`src/rtl/mc_pkg.sv`:
```
// Shared definitions for the multicycle MIPS controller.
// Holds the state encodings, the opcode constants, the ALU/mux select codes
// and a helper that identifies the states which wait on memory.
// Optional feature macro used by the controller: MULTICYCLE_ADDI_EN.
package mc_pkg;

    typedef enum logic [3:0] {
        ST_RESET     = 4'd0,
        ST_FETCH     = 4'd1,
        ST_DECODE    = 4'd2,
        ST_MEM_ADDR  = 4'd3,
        ST_MEM_RD    = 4'd4,
        ST_MEM_WB    = 4'd5,
        ST_MEM_WR    = 4'd6,
        ST_R_EXEC    = 4'd7,
        ST_R_WB      = 4'd8,
        ST_BRANCH    = 4'd9,
        ST_JUMP      = 4'd10,
        ST_ADDI_EXEC = 4'd11,
        ST_ADDI_WB   = 4'd12,
        ST_TRAP      = 4'd15
    } state_t;

    localparam logic [5:0] OP_RTYPE = 6'b000000;
    localparam logic [5:0] OP_LW    = 6'b100011;
    localparam logic [5:0] OP_SW    = 6'b101011;
    localparam logic [5:0] OP_BEQ   = 6'b000100;
    localparam logic [5:0] OP_J     = 6'b000010;
    localparam logic [5:0] OP_ADDI  = 6'b001000;

    localparam logic [1:0] ALU_ADD   = 2'b00;
    localparam logic [1:0] ALU_SUB   = 2'b01;
    localparam logic [1:0] ALU_FUNCT = 2'b10;

    localparam logic [1:0] SRCB_REG    = 2'b00;
    localparam logic [1:0] SRCB_FOUR   = 2'b01;
    localparam logic [1:0] SRCB_IMM    = 2'b10;
    localparam logic [1:0] SRCB_IMM_SH = 2'b11;

    localparam logic [1:0] PCSRC_ALU    = 2'b00;
    localparam logic [1:0] PCSRC_ALUOUT = 2'b01;
    localparam logic [1:0] PCSRC_JUMP   = 2'b10;

    localparam int unsigned WAIT_W = 8;

    // States that hold a memory access open until mem_ready.
    function automatic logic is_wait_state(input state_t s);
        return (s == ST_FETCH) || (s == ST_MEM_RD) || (s == ST_MEM_WR);
    endfunction

endpackage

```
`src/rtl/multicycle_control_if.sv`:
```
// Control bus between the multicycle controller and the MIPS datapath.
// master: controller side (receives opcode/mem_ready, drives strobes/selects).
// slave : datapath side (the reverse directions).
interface multicycle_control_if;

    logic [5:0] opcode;
    logic       mem_ready;
    logic       pc_write;
    logic       pc_write_cond;
    logic       i_or_d;
    logic       mem_read;
    logic       mem_write;
    logic       ir_write;
    logic       mem_to_reg;
    logic       reg_dst;
    logic       reg_write;
    logic       alu_src_a;
    logic [1:0] alu_src_b;
    logic [1:0] alu_op;
    logic [1:0] pc_source;
    logic [3:0] state;
    logic       instr_done;
    logic       illegal;

    modport master (
        input  opcode, mem_ready,
        output pc_write, pc_write_cond, i_or_d, mem_read, mem_write, ir_write,
               mem_to_reg, reg_dst, reg_write, alu_src_a, alu_src_b, alu_op,
               pc_source, state, instr_done, illegal
    );

    modport slave (
        output opcode, mem_ready,
        input  pc_write, pc_write_cond, i_or_d, mem_read, mem_write, ir_write,
               mem_to_reg, reg_dst, reg_write, alu_src_a, alu_src_b, alu_op,
               pc_source, state, instr_done, illegal
    );

endinterface

```
`src/rtl/mc_wait_timer.sv`:
```
// Saturating count of consecutive not-ready cycles in a memory state.
// Ports: clk, rst_n (async active-low), waiting (count this cycle),
//        clear (controller changes state), timeout (count reached WAIT_LIMIT).
// WAIT_LIMIT = 0 disables the timeout.
module mc_wait_timer
    import mc_pkg::*;
#(
    parameter int unsigned WAIT_LIMIT = 0
) (
    input  logic clk,
    input  logic rst_n,
    input  logic waiting,
    input  logic clear,
    output logic timeout
);

    localparam logic [WAIT_W-1:0] LIMIT = WAIT_W'(WAIT_LIMIT);

    logic [WAIT_W-1:0] count;

    always_ff @(posedge clk or negedge rst_n) begin
        if (!rst_n) begin
            count <= '0;
        end else if (clear) begin
            count <= '0;
        end else if (waiting && (count != '1)) begin
            count <= count + 1'b1;
        end
    end

    assign timeout = (WAIT_LIMIT != 0) && (count == LIMIT);

endmodule

```
`src/rtl/multicycle_control.sv`:
```
// Moore sequencing controller for the multicycle MIPS datapath.
// Ports: clk, rst_n (async active-low), bus (multicycle_control_if.master:
//        opcode/mem_ready in; PC/IR/memory/regfile strobes, mux selects,
//        alu_op, pc_source, debug state, instr_done, illegal out).
// Build option: define MULTICYCLE_ADDI_EN to add the addi path (states 11/12);
// without it opcode 001000 traps.
module multicycle_control
    import mc_pkg::*;
#(
    parameter int unsigned WAIT_LIMIT = 0
) (
    input  logic                        clk,
    input  logic                        rst_n,
    multicycle_control_if.master        bus
);

    state_t state_q;
    state_t state_d;
    logic   waiting;
    logic   timeout;

    assign waiting = is_wait_state(state_q) && !bus.mem_ready;

    mc_wait_timer #(.WAIT_LIMIT(WAIT_LIMIT)) u_wait_timer (
        .clk     (clk),
        .rst_n   (rst_n),
        .waiting (waiting),
        .clear   (state_d != state_q),
        .timeout (timeout)
    );

    always_ff @(posedge clk or negedge rst_n) begin
        if (!rst_n) begin
            state_q <= ST_RESET;
        end else begin
            state_q <= state_d;
        end
    end

    // Next state. In memory states mem_ready is checked before the timeout so
    // a completion in the limit cycle still proceeds normally.
    always_comb begin
        state_d = state_q;
        case (state_q)
            ST_RESET:    state_d = ST_FETCH;
            ST_FETCH: begin
                if (bus.mem_ready)  state_d = ST_DECODE;
                else if (timeout)   state_d = ST_TRAP;
            end
            ST_DECODE: begin
                case (bus.opcode)
                    OP_RTYPE:      state_d = ST_R_EXEC;
                    OP_LW, OP_SW:  state_d = ST_MEM_ADDR;
                    OP_BEQ:        state_d = ST_BRANCH;
                    OP_J:          state_d = ST_JUMP;
`ifdef MULTICYCLE_ADDI_EN
                    OP_ADDI:       state_d = ST_ADDI_EXEC;
`endif
                    default:       state_d = ST_TRAP;
                endcase
            end
            ST_MEM_ADDR: begin
                if (bus.opcode == OP_LW)       state_d = ST_MEM_RD;
                else if (bus.opcode == OP_SW)  state_d = ST_MEM_WR;
                else                           state_d = ST_TRAP;
            end
            ST_MEM_RD: begin
                if (bus.mem_ready)  state_d = ST_MEM_WB;
                else if (timeout)   state_d = ST_TRAP;
            end
            ST_MEM_WB:   state_d = ST_FETCH;
            ST_MEM_WR: begin
                if (bus.mem_ready)  state_d = ST_FETCH;
                else if (timeout)   state_d = ST_TRAP;
            end
            ST_R_EXEC:   state_d = ST_R_WB;
            ST_R_WB:     state_d = ST_FETCH;
            ST_BRANCH:   state_d = ST_FETCH;
            ST_JUMP:     state_d = ST_FETCH;
`ifdef MULTICYCLE_ADDI_EN
            ST_ADDI_EXEC: state_d = ST_ADDI_WB;
            ST_ADDI_WB:   state_d = ST_FETCH;
`endif
            ST_TRAP:     state_d = ST_TRAP;
            default:     state_d = ST_TRAP;
        endcase
    end

    // Outputs decoded from state; a few strobes are qualified by mem_ready.
    always_comb begin
        bus.pc_write      = 1'b0;
        bus.pc_write_cond = 1'b0;
        bus.i_or_d        = 1'b0;
        bus.mem_read      = 1'b0;
        bus.mem_write     = 1'b0;
        bus.ir_write      = 1'b0;
        bus.mem_to_reg    = 1'b0;
        bus.reg_dst       = 1'b0;
        bus.reg_write     = 1'b0;
        bus.alu_src_a     = 1'b0;
        bus.alu_src_b     = SRCB_REG;
        bus.alu_op        = ALU_ADD;
        bus.pc_source     = PCSRC_ALU;
        bus.instr_done    = 1'b0;
        bus.illegal       = 1'b0;
        case (state_q)
            ST_FETCH: begin
                bus.mem_read  = 1'b1;
                bus.alu_src_b = SRCB_FOUR;
                bus.ir_write  = bus.mem_ready;
                bus.pc_write  = bus.mem_ready;
            end
            ST_DECODE: begin
                bus.alu_src_b = SRCB_IMM_SH;
            end
            ST_MEM_ADDR: begin
                bus.alu_src_a = 1'b1;
                bus.alu_src_b = SRCB_IMM;
            end
            ST_MEM_RD: begin
                bus.mem_read = 1'b1;
                bus.i_or_d   = 1'b1;
            end
            ST_MEM_WB: begin
                bus.reg_write  = 1'b1;
                bus.mem_to_reg = 1'b1;
                bus.instr_done = 1'b1;
            end
            ST_MEM_WR: begin
                bus.mem_write  = 1'b1;
                bus.i_or_d     = 1'b1;
                bus.instr_done = bus.mem_ready;
            end
            ST_R_EXEC: begin
                bus.alu_src_a = 1'b1;
                bus.alu_op    = ALU_FUNCT;
            end
            ST_R_WB: begin
                bus.reg_write  = 1'b1;
                bus.reg_dst    = 1'b1;
                bus.instr_done = 1'b1;
            end
            ST_BRANCH: begin
                bus.alu_src_a     = 1'b1;
                bus.alu_op        = ALU_SUB;
                bus.pc_write_cond = 1'b1;
                bus.pc_source     = PCSRC_ALUOUT;
                bus.instr_done    = 1'b1;
            end
            ST_JUMP: begin
                bus.pc_write   = 1'b1;
                bus.pc_source  = PCSRC_JUMP;
                bus.instr_done = 1'b1;
            end
`ifdef MULTICYCLE_ADDI_EN
            ST_ADDI_EXEC: begin
                bus.alu_src_a = 1'b1;
                bus.alu_src_b = SRCB_IMM;
                bus.alu_op    = ALU_ADD;
            end
            ST_ADDI_WB: begin
                bus.reg_write  = 1'b1;
                bus.instr_done = 1'b1;
            end
`endif
            ST_TRAP: begin
                bus.illegal = 1'b1;
            end
            default: ;
        endcase
    end

    assign bus.state = state_q;

endmodule
```
`src/flat_wrapper.sv`:
```
// flat-port wrapper written by rule: the top's interface ports become plain ports
module multicycle_control_flat import mc_pkg::*;
#(
    parameter int unsigned WAIT_LIMIT = 0
)
  (clk, rst_n, bus_opcode, bus_mem_ready, bus_pc_write, bus_pc_write_cond, bus_i_or_d, bus_mem_read, bus_mem_write, bus_ir_write, bus_mem_to_reg, bus_reg_dst, bus_reg_write, bus_alu_src_a, bus_alu_src_b, bus_alu_op, bus_pc_source, bus_state, bus_instr_done, bus_illegal);
  multicycle_control_if bus_i ();
  input  logic clk;
  input  logic rst_n;
  input wire logic [$bits(bus_i.opcode)-1:0] bus_opcode;
  input wire logic [$bits(bus_i.mem_ready)-1:0] bus_mem_ready;
  output wire logic [$bits(bus_i.pc_write)-1:0] bus_pc_write;
  output wire logic [$bits(bus_i.pc_write_cond)-1:0] bus_pc_write_cond;
  output wire logic [$bits(bus_i.i_or_d)-1:0] bus_i_or_d;
  output wire logic [$bits(bus_i.mem_read)-1:0] bus_mem_read;
  output wire logic [$bits(bus_i.mem_write)-1:0] bus_mem_write;
  output wire logic [$bits(bus_i.ir_write)-1:0] bus_ir_write;
  output wire logic [$bits(bus_i.mem_to_reg)-1:0] bus_mem_to_reg;
  output wire logic [$bits(bus_i.reg_dst)-1:0] bus_reg_dst;
  output wire logic [$bits(bus_i.reg_write)-1:0] bus_reg_write;
  output wire logic [$bits(bus_i.alu_src_a)-1:0] bus_alu_src_a;
  output wire logic [$bits(bus_i.alu_src_b)-1:0] bus_alu_src_b;
  output wire logic [$bits(bus_i.alu_op)-1:0] bus_alu_op;
  output wire logic [$bits(bus_i.pc_source)-1:0] bus_pc_source;
  output wire logic [$bits(bus_i.state)-1:0] bus_state;
  output wire logic [$bits(bus_i.instr_done)-1:0] bus_instr_done;
  output wire logic [$bits(bus_i.illegal)-1:0] bus_illegal;
  assign bus_i.opcode = bus_opcode;
  assign bus_i.mem_ready = bus_mem_ready;
  assign bus_pc_write = bus_i.pc_write;
  assign bus_pc_write_cond = bus_i.pc_write_cond;
  assign bus_i_or_d = bus_i.i_or_d;
  assign bus_mem_read = bus_i.mem_read;
  assign bus_mem_write = bus_i.mem_write;
  assign bus_ir_write = bus_i.ir_write;
  assign bus_mem_to_reg = bus_i.mem_to_reg;
  assign bus_reg_dst = bus_i.reg_dst;
  assign bus_reg_write = bus_i.reg_write;
  assign bus_alu_src_a = bus_i.alu_src_a;
  assign bus_alu_src_b = bus_i.alu_src_b;
  assign bus_alu_op = bus_i.alu_op;
  assign bus_pc_source = bus_i.pc_source;
  assign bus_state = bus_i.state;
  assign bus_instr_done = bus_i.instr_done;
  assign bus_illegal = bus_i.illegal;
  multicycle_control #(.WAIT_LIMIT(WAIT_LIMIT)) u_core (.clk(clk), .rst_n(rst_n), .bus(bus_i));
endmodule
```
`config.mk`:
```
export PLATFORM = sky130hd
export DESIGN_NAME = multicycle_control_flat
export DESIGN_NICKNAME = d
export VERILOG_FILES = /design/src/rtl/mc_pkg.sv /design/src/rtl/multicycle_control_if.sv /design/src/rtl/mc_wait_timer.sv /design/src/rtl/multicycle_control.sv /design/src/flat_wrapper.sv
export SDC_FILE = /design/constraint.sdc
export NUM_CORES = 1
export LEC_CHECK = 0
export ABC_AREA = 1
export BUFFER_PORTS_ARGS = -buffer_cell sky130_fd_sc_hd__buf_2
export CORE_AREA = 2 2 40 42
export DETAILED_ROUTE_END_ITERATION = 8
export DIE_AREA = 0 0 42 44
export GPL_ROUTABILITY_DRIVEN = 0
export PLACE_DENSITY = 0.7
export SYNTH_ARGS = -nofsm -noshare
export SYNTH_HDL_FRONTEND = slang
export SYNTH_SLANG_ARGS = --single-unit
```
`constraint.sdc`:
```
create_clock -name clk -period 1.1 [get_ports clk]
set_input_delay 0.22 -clock clk [delete_from_list [all_inputs] [get_ports clk]]
set_output_delay 0.22 -clock clk [all_outputs]
set_load 0.05 [all_outputs]
```
==> flow_metrics.tcl, run 1 <==
set metrics [dict create \
    finalSetupViolations 26 \
    cts_made_buffers 3 \
    port_buffers 30 \
    fin_total_pwr_mw 0.379 \
    max-vdd-ir-drop_uv 424 \
    detail_route.wl_per_cell_um 15.3 \
    drtAntennaViolNets 0 \
    drt-initial-drc-count 31 \
    skew_ps 4.23 \
    diodes 0 \
    synth_cells 89 \
    htree_levels 1 \
    final-max-slew-violation-count 0 \
    clock_latency_ps 240 \
    critPathKind "flop to primary output" \
    first_pass_iters 4 \
    finalNetCount 149 \
    cts_tree "done" \
    stdcell_area_sq_mm 0.00121 \
    finalCriticalPeriod_ps 1620 \
    period_share_pct 147 \
    drt_wl_total_um 2360 \
    grt_first_pass_wirelength_um 3200 \
    pre_cts_slack_ps -331 \
    hp-class "input pin to flop" \
    cp_max_fo 3 \
    cp.buffers_inverters 3 \
    end_kind "primary output" \
    postLayoutSetupSlackWorst_ps -518 \
    dp_hpwl_um 1350 \
    synthesis.nets 98 \
    clkTransAtPathRegs_ps 40 \
    critPathArrivalTime_ps 1400 \
    cp_num_cells 7 \
    synth.area.top_cells "nor2_1 21%, dfrtp_1 21%, nand2_1 11%" \
    seq_area_frac_synth_pct 20.8 \
    placed_area_sq_um 897 \
    cpMostUsedCell "nor2_4" \
    grt_use_total_pct 23.2 \
    power_per_cell_area_mw_per_mm2 313 \
    via_per_inst 5.23 \
    synth.top_cell.area_share_pct 21.1 \
    status "finished with violations" \
    coreArea_sq_mm 0.00142 \
    pin_count 31 \
    rows 14 \
    synth_area_sq_um 480 \
    tightest_slew_ps 246 \
    clockBufferDepth 2 \
    yosys.area.top_type "nor2_1" \
    avgSynthCellArea_sq_um 5.40 \
    cts_root_buffer "clkbuf_4" \
    syn_to_final_growth_pct 152 \
    globalRouteOverflowTotal 0 \
    relSlewSlack_pct 83.5 \
    reg2reg_depth 9 \
    die_area_sq_mm 0.00185 \
    violations "setup timing" \
    first_global_vias 757 \
    ys_warn_count 0 \
    fmax_ghz 0.618 \
    cap_violations 0 \
    largest_reg_flops 4 \
    min_path_cells 3 \
    antenna_found_initial 0 \
    vias 805 \
    power_leakage_nw 0.549 \
    die_height_um 44 \
    cp_data_required_time_ps 880 \
    ys_ff_latch 4 \
    drc 0 \
    cp_cell_sequence "inv_4, nor2_4, inv_4, nor2_4, nor2_4, nand3_4, buf_8" \
    hold_viol_final 0 \
    synth.distinct_cells 17 \
    rsz0062_at_grt "true" \
    die_x_um 42 \
    path_delay_family "flip-flops" \
    start_util_pct 33.9 \
    grt_max_degree 7 \
    holdWs_ps 312 \
    max_stage_delay_ps 440 \
    drive_above_1_share_pct 68.8 \
    slowest_stage "dfrtp_2" \
    cts_sinks 4 \
    start_kind "flop" \
]
-- power breakdown --
part	internal, mW	switching (mW)
combinational	0.0203	0.0265
sequential	0.148	0
clock	0.122	0.0620
total	0.290	0.0886
-- synth_stat cells, drive strengths merged --
| cell type | n |
|---|---|
| o21ai | 3 |
| o2111ai | 1 |
| nand4 | 2 |
| a21oi | 2 |
| inv | 15 |
| buf | 3 |
| a211oi | 1 |
| o22ai | 2 |
| nand3 | 8 |
| nor2 | 30 |
| nand2 | 18 |
| dfrtp | 4 |
-- metrics by stage --
step | utilization, % | TNS, ps | std cells
6_report | 85.4 | -9700 | 154
5_1_grt | 85.4 | -10710 | 154
4_1_cts | 80.6 | -8530 | 153
3_5_place_dp | 63.2 | -4880 | 146
3_3_place_gp | 63.2 | -4560 | 146
2_1_floorplan | - | -7630 | 89
-- metal layers --
layer  wire length, um  share of wire, %  global-route usage [%]
met3                94               4.0                    2.50
met4                50               2.1                    9.68
met5                 0                 0                       0
met1               885                37                    25.6
met2              1330                56                    45.0
-- kinds of logic (layout without fill, tap and decap cells) --
logic type	count (synthesis)	count (layout)	share of synthesized area [%]
compound gates	9	9	11.2
buf+inv	18	67	15.9
flops	4	4	20.8
simple gates	58	58	52.1
-- tightest hold or removal path, stage by stage --
cell     delay, ps
buf_2          120
nor2_1         110
a21oi_1         50
-- final timing paths --
path | start | to | slack [ps]
hold / removal | bus_mem_ready | u_core.bus.state[2]$_DFFE_PN0P_ | 310
setup / recovery | u_core.bus.state[0]$_DFFE_PN0P_ | bus_instr_done | -520
min in group asynchronous | rst_n | u_core.bus.state[0]$_DFFE_PN0P_ | 330
max in group asynchronous | rst_n | u_core.bus.state[3]$_DFFE_PN0P_ | 630
setup reg to reg | u_core.bus.state[3]$_DFFE_PN0P_ | u_core.bus.state[0]$_DFFE_PN0P_ | -300
hold reg to reg | u_core.bus.state[0]$_DFFE_PN0P_ | u_core.bus.state[1]$_DFFE_PN0P_ | 830
-- layout make-up --
type | instances | area [sq um]
Timing Repair Buffer | 49 | 482
Fill cell | 70 | 208
Tap cell | 16 | 20.0
Clock buffer | 3 | 22.5
Multi-Input combinational cell | 67 | 507
Inverter | 15 | 75.1
Sequential cell | 4 | 105
-- repair_timing --
item	in CTS	in global routing
buffers inserted	3	2
setup endpoints to repair	26	26
hold buffers	1	0
resized for setup	58	17
hold endpoints to repair	4	0
pin swaps	7	6
-- cell usage in the layout (no fill, tap or decap), types with 2 or more instances in the layout --
master    count
inv_1         6
buf_4        14
o21ai_4       2
a21oi_1       2
nand2_1      10
buf_6        17
inv_4         6
dfrtp_2       4
nor2_1       13
nor2_4       14
nor2_2        3
buf_2         8
nand3_1       7
nand2_4       3
buf_8         9
nand4_1       2
inv_2         2
nand2_2       4
clkbuf_4      3
Note: power is estimated with default switching activity, not from simulation.
==> inputs of run 2 (changes only) <==
--- a/config.mk
+++ b/config.mk
@@ -11,7 +11,8 @@
 export DETAILED_ROUTE_END_ITERATION = 8
 export DIE_AREA = 0 0 42 44
 export GPL_ROUTABILITY_DRIVEN = 0
-export PLACE_DENSITY = 0.7
+export HOLD_SLACK_MARGIN = 0.15
+export PLACE_DENSITY = 0.81
 export SYNTH_ARGS = -nofsm -noshare
 export SYNTH_HDL_FRONTEND = slang
 export SYNTH_SLANG_ARGS = --single-unit
==> flow_metrics.tcl, run 2 (synthesis results as in run 1) <==
set metrics [dict create \
    status "finished with violations" \
    violations "DRC, setup timing" \
    start_kind "flop" \
    fin_total_pwr_mw 0.407 \
    pin_count 31 \
    drt_wl_total_um 3260 \
    drc 1 \
    finalNetCount 158 \
    start_util_pct 33.9 \
    path_delay_family "simple AND/OR/NAND/NOR gates" \
    first_pass_iters 6 \
    max_stage_delay_ps 430 \
    final_util_pct 92.6 \
    finalSetupViolations 26 \
    hold_viol_final 0 \
    final_common_cell "buf_4" \
    cp.buffers_inverters 3 \
    holdWs_ps 333 \
    skew_ps 6.14 \
    detail_route.wl_per_cell_um 20.0 \
    period_share_pct 153 \
    max-vdd-ir-drop_uv 439 \
    rows 14 \
    critPathArrivalTime_ps 1460 \
    vias 982 \
    relSlewSlack_pct 85.1 \
    drt-initial-drc-count 40 \
    grt_first_pass_wirelength_um 3640 \
    cp_max_fo 4 \
    die_x_um 42 \
    drtAntennaViolNets 0 \
    slowest_stage "dfrtp_2" \
    cts_sinks 4 \
    cts_made_buffers 3 \
    dp_hpwl_um 1500 \
    diodes 0 \
    die_height_um 44 \
    clkTransAtPathRegs_ps 50 \
    final_cell_mix "21 x buf_4, 16 x buf_6, 14 x nor2_4" \
    postLayoutSetupSlackWorst_ps -580 \
    hp-class "input pin to asynchronous set/reset pin" \
    die_area_sq_mm 0.00185 \
    multi_input_area_sq_um 518 \
    antenna_found_initial 0 \
    finalCriticalPeriod_ps 1680 \
    globalRouteOverflowTotal 0 \
    largest_reg_flops 4 \
    cts_root_buffer "clkbuf_4" \
    cp_data_required_time_ps 880 \
    rsz0062_at_grt "true" \
    via_per_inst 6.02 \
    drive_above_1_share_pct 72.1 \
    clock_latency_ps 250 \
    clockBufferDepth 2 \
    port_buffers 30 \
    grt_max_degree 7 \
    critPathKind "flop to primary output" \
    end_kind "primary output" \
    fmax_ghz 0.595 \
    num-fill-cells 53 \
    tightest_slew_ps 223 \
    cp_cell_sequence "inv_4, nor2_4, inv_4, nor2_4, nor2_2, nand3_4, buf_8" \
    first_global_vias 813 \
    final-max-slew-violation-count 0 \
    power_leakage_nw 0.586 \
    syn_to_final_growth_pct 173 \
    htree_levels 1 \
    power_per_cell_area_mw_per_mm2 310 \
    final-seq-area_sq_um 105 \
    cap_violations 0 \
    grt_use_total_pct 25.7 \
    reg2reg_setup_slack_ps -460 \
    cts_tree "done" \
    coreArea_sq_mm 0.00142 \
]
==> run 2: power breakdown <==
group | switching [mW] | total [mW] | internal [mW]
clock network | 0.0843 | 0.208 | 0.124
registers | 0 | 0.148 | 0.148
logic | 0.0307 | 0.0510 | 0.0204
==> run 2: layout make-up <==
cell class,count,area share (%)
Tap cell,16,1.52
Inverter,15,6.10
Timing Repair Buffer,58,43.2
Clock buffer,3,1.71
Multi-Input combinational cell,67,39.4
Sequential cell,4,8.00
==> run 2: worst register-to-register path, delay by kind of cell, from the launching register on <==
kind,cells,cell delay (ps)
and+or+nand+nor,6,740
DFF,1,470
buffers and inverters,2,270
==> run 2: routing by layer <==
layer	global-route usage (%)	wire, um	vias to the layer above
met2	50.6	1700	82
met4	9.68	238	0
met1	29.3	1060	464
met5	0	0	-
li1	-	-	404
met3	0.833	264	32
==> run 2: final timing paths <==
path                                                       from                              end  depth (start not counted)
max in group asynchronous                                 rst_n  u_core.bus.state[1]$_DFFE_PN0P_                          2
worst max register to register  u_core.bus.state[2]$_DFFE_PN0P_  u_core.bus.state[0]$_DFFE_PN0P_                          8
worst min register to register  u_core.bus.state[0]$_DFFE_PN0P_  u_core.bus.state[0]$_DFFE_PN0P_                          3
worst max-delay path            u_core.bus.state[0]$_DFFE_PN0P_                   bus_instr_done                          7
worst min-delay path                                      rst_n  u_core.bus.state[3]$_DFFE_PN0P_                          2
min in group clk                                  bus_mem_ready  u_core.bus.state[2]$_DFFE_PN0P_                          3
==> run 2: metrics by stage <==
| stage | setup WS [ps] | area, sq um | std cells | setup TNS (ps) |
|---|---|---|---|---|
| floorplan | -584 | 652 | 89 | -7630 |
| global placement | -316 | 920 | 149 | -4420 |
| detailed placement | -382 | 920 | 149 | -5010 |
| CTS | -480 | 1190 | 157 | -8640 |
| global route | -599 | 1310 | 163 | -11680 |
| finish | -580 | 1310 | 163 | -11360 |
==> run 2: what timing repair did <==
item,in CTS,in global routing
pin swaps,9,6
setup buffers,4,7
hold endpoints to repair,4,0
gates resized for setup,62,21
endpoints found under the setup margin,26,26
hold buffers,1,0
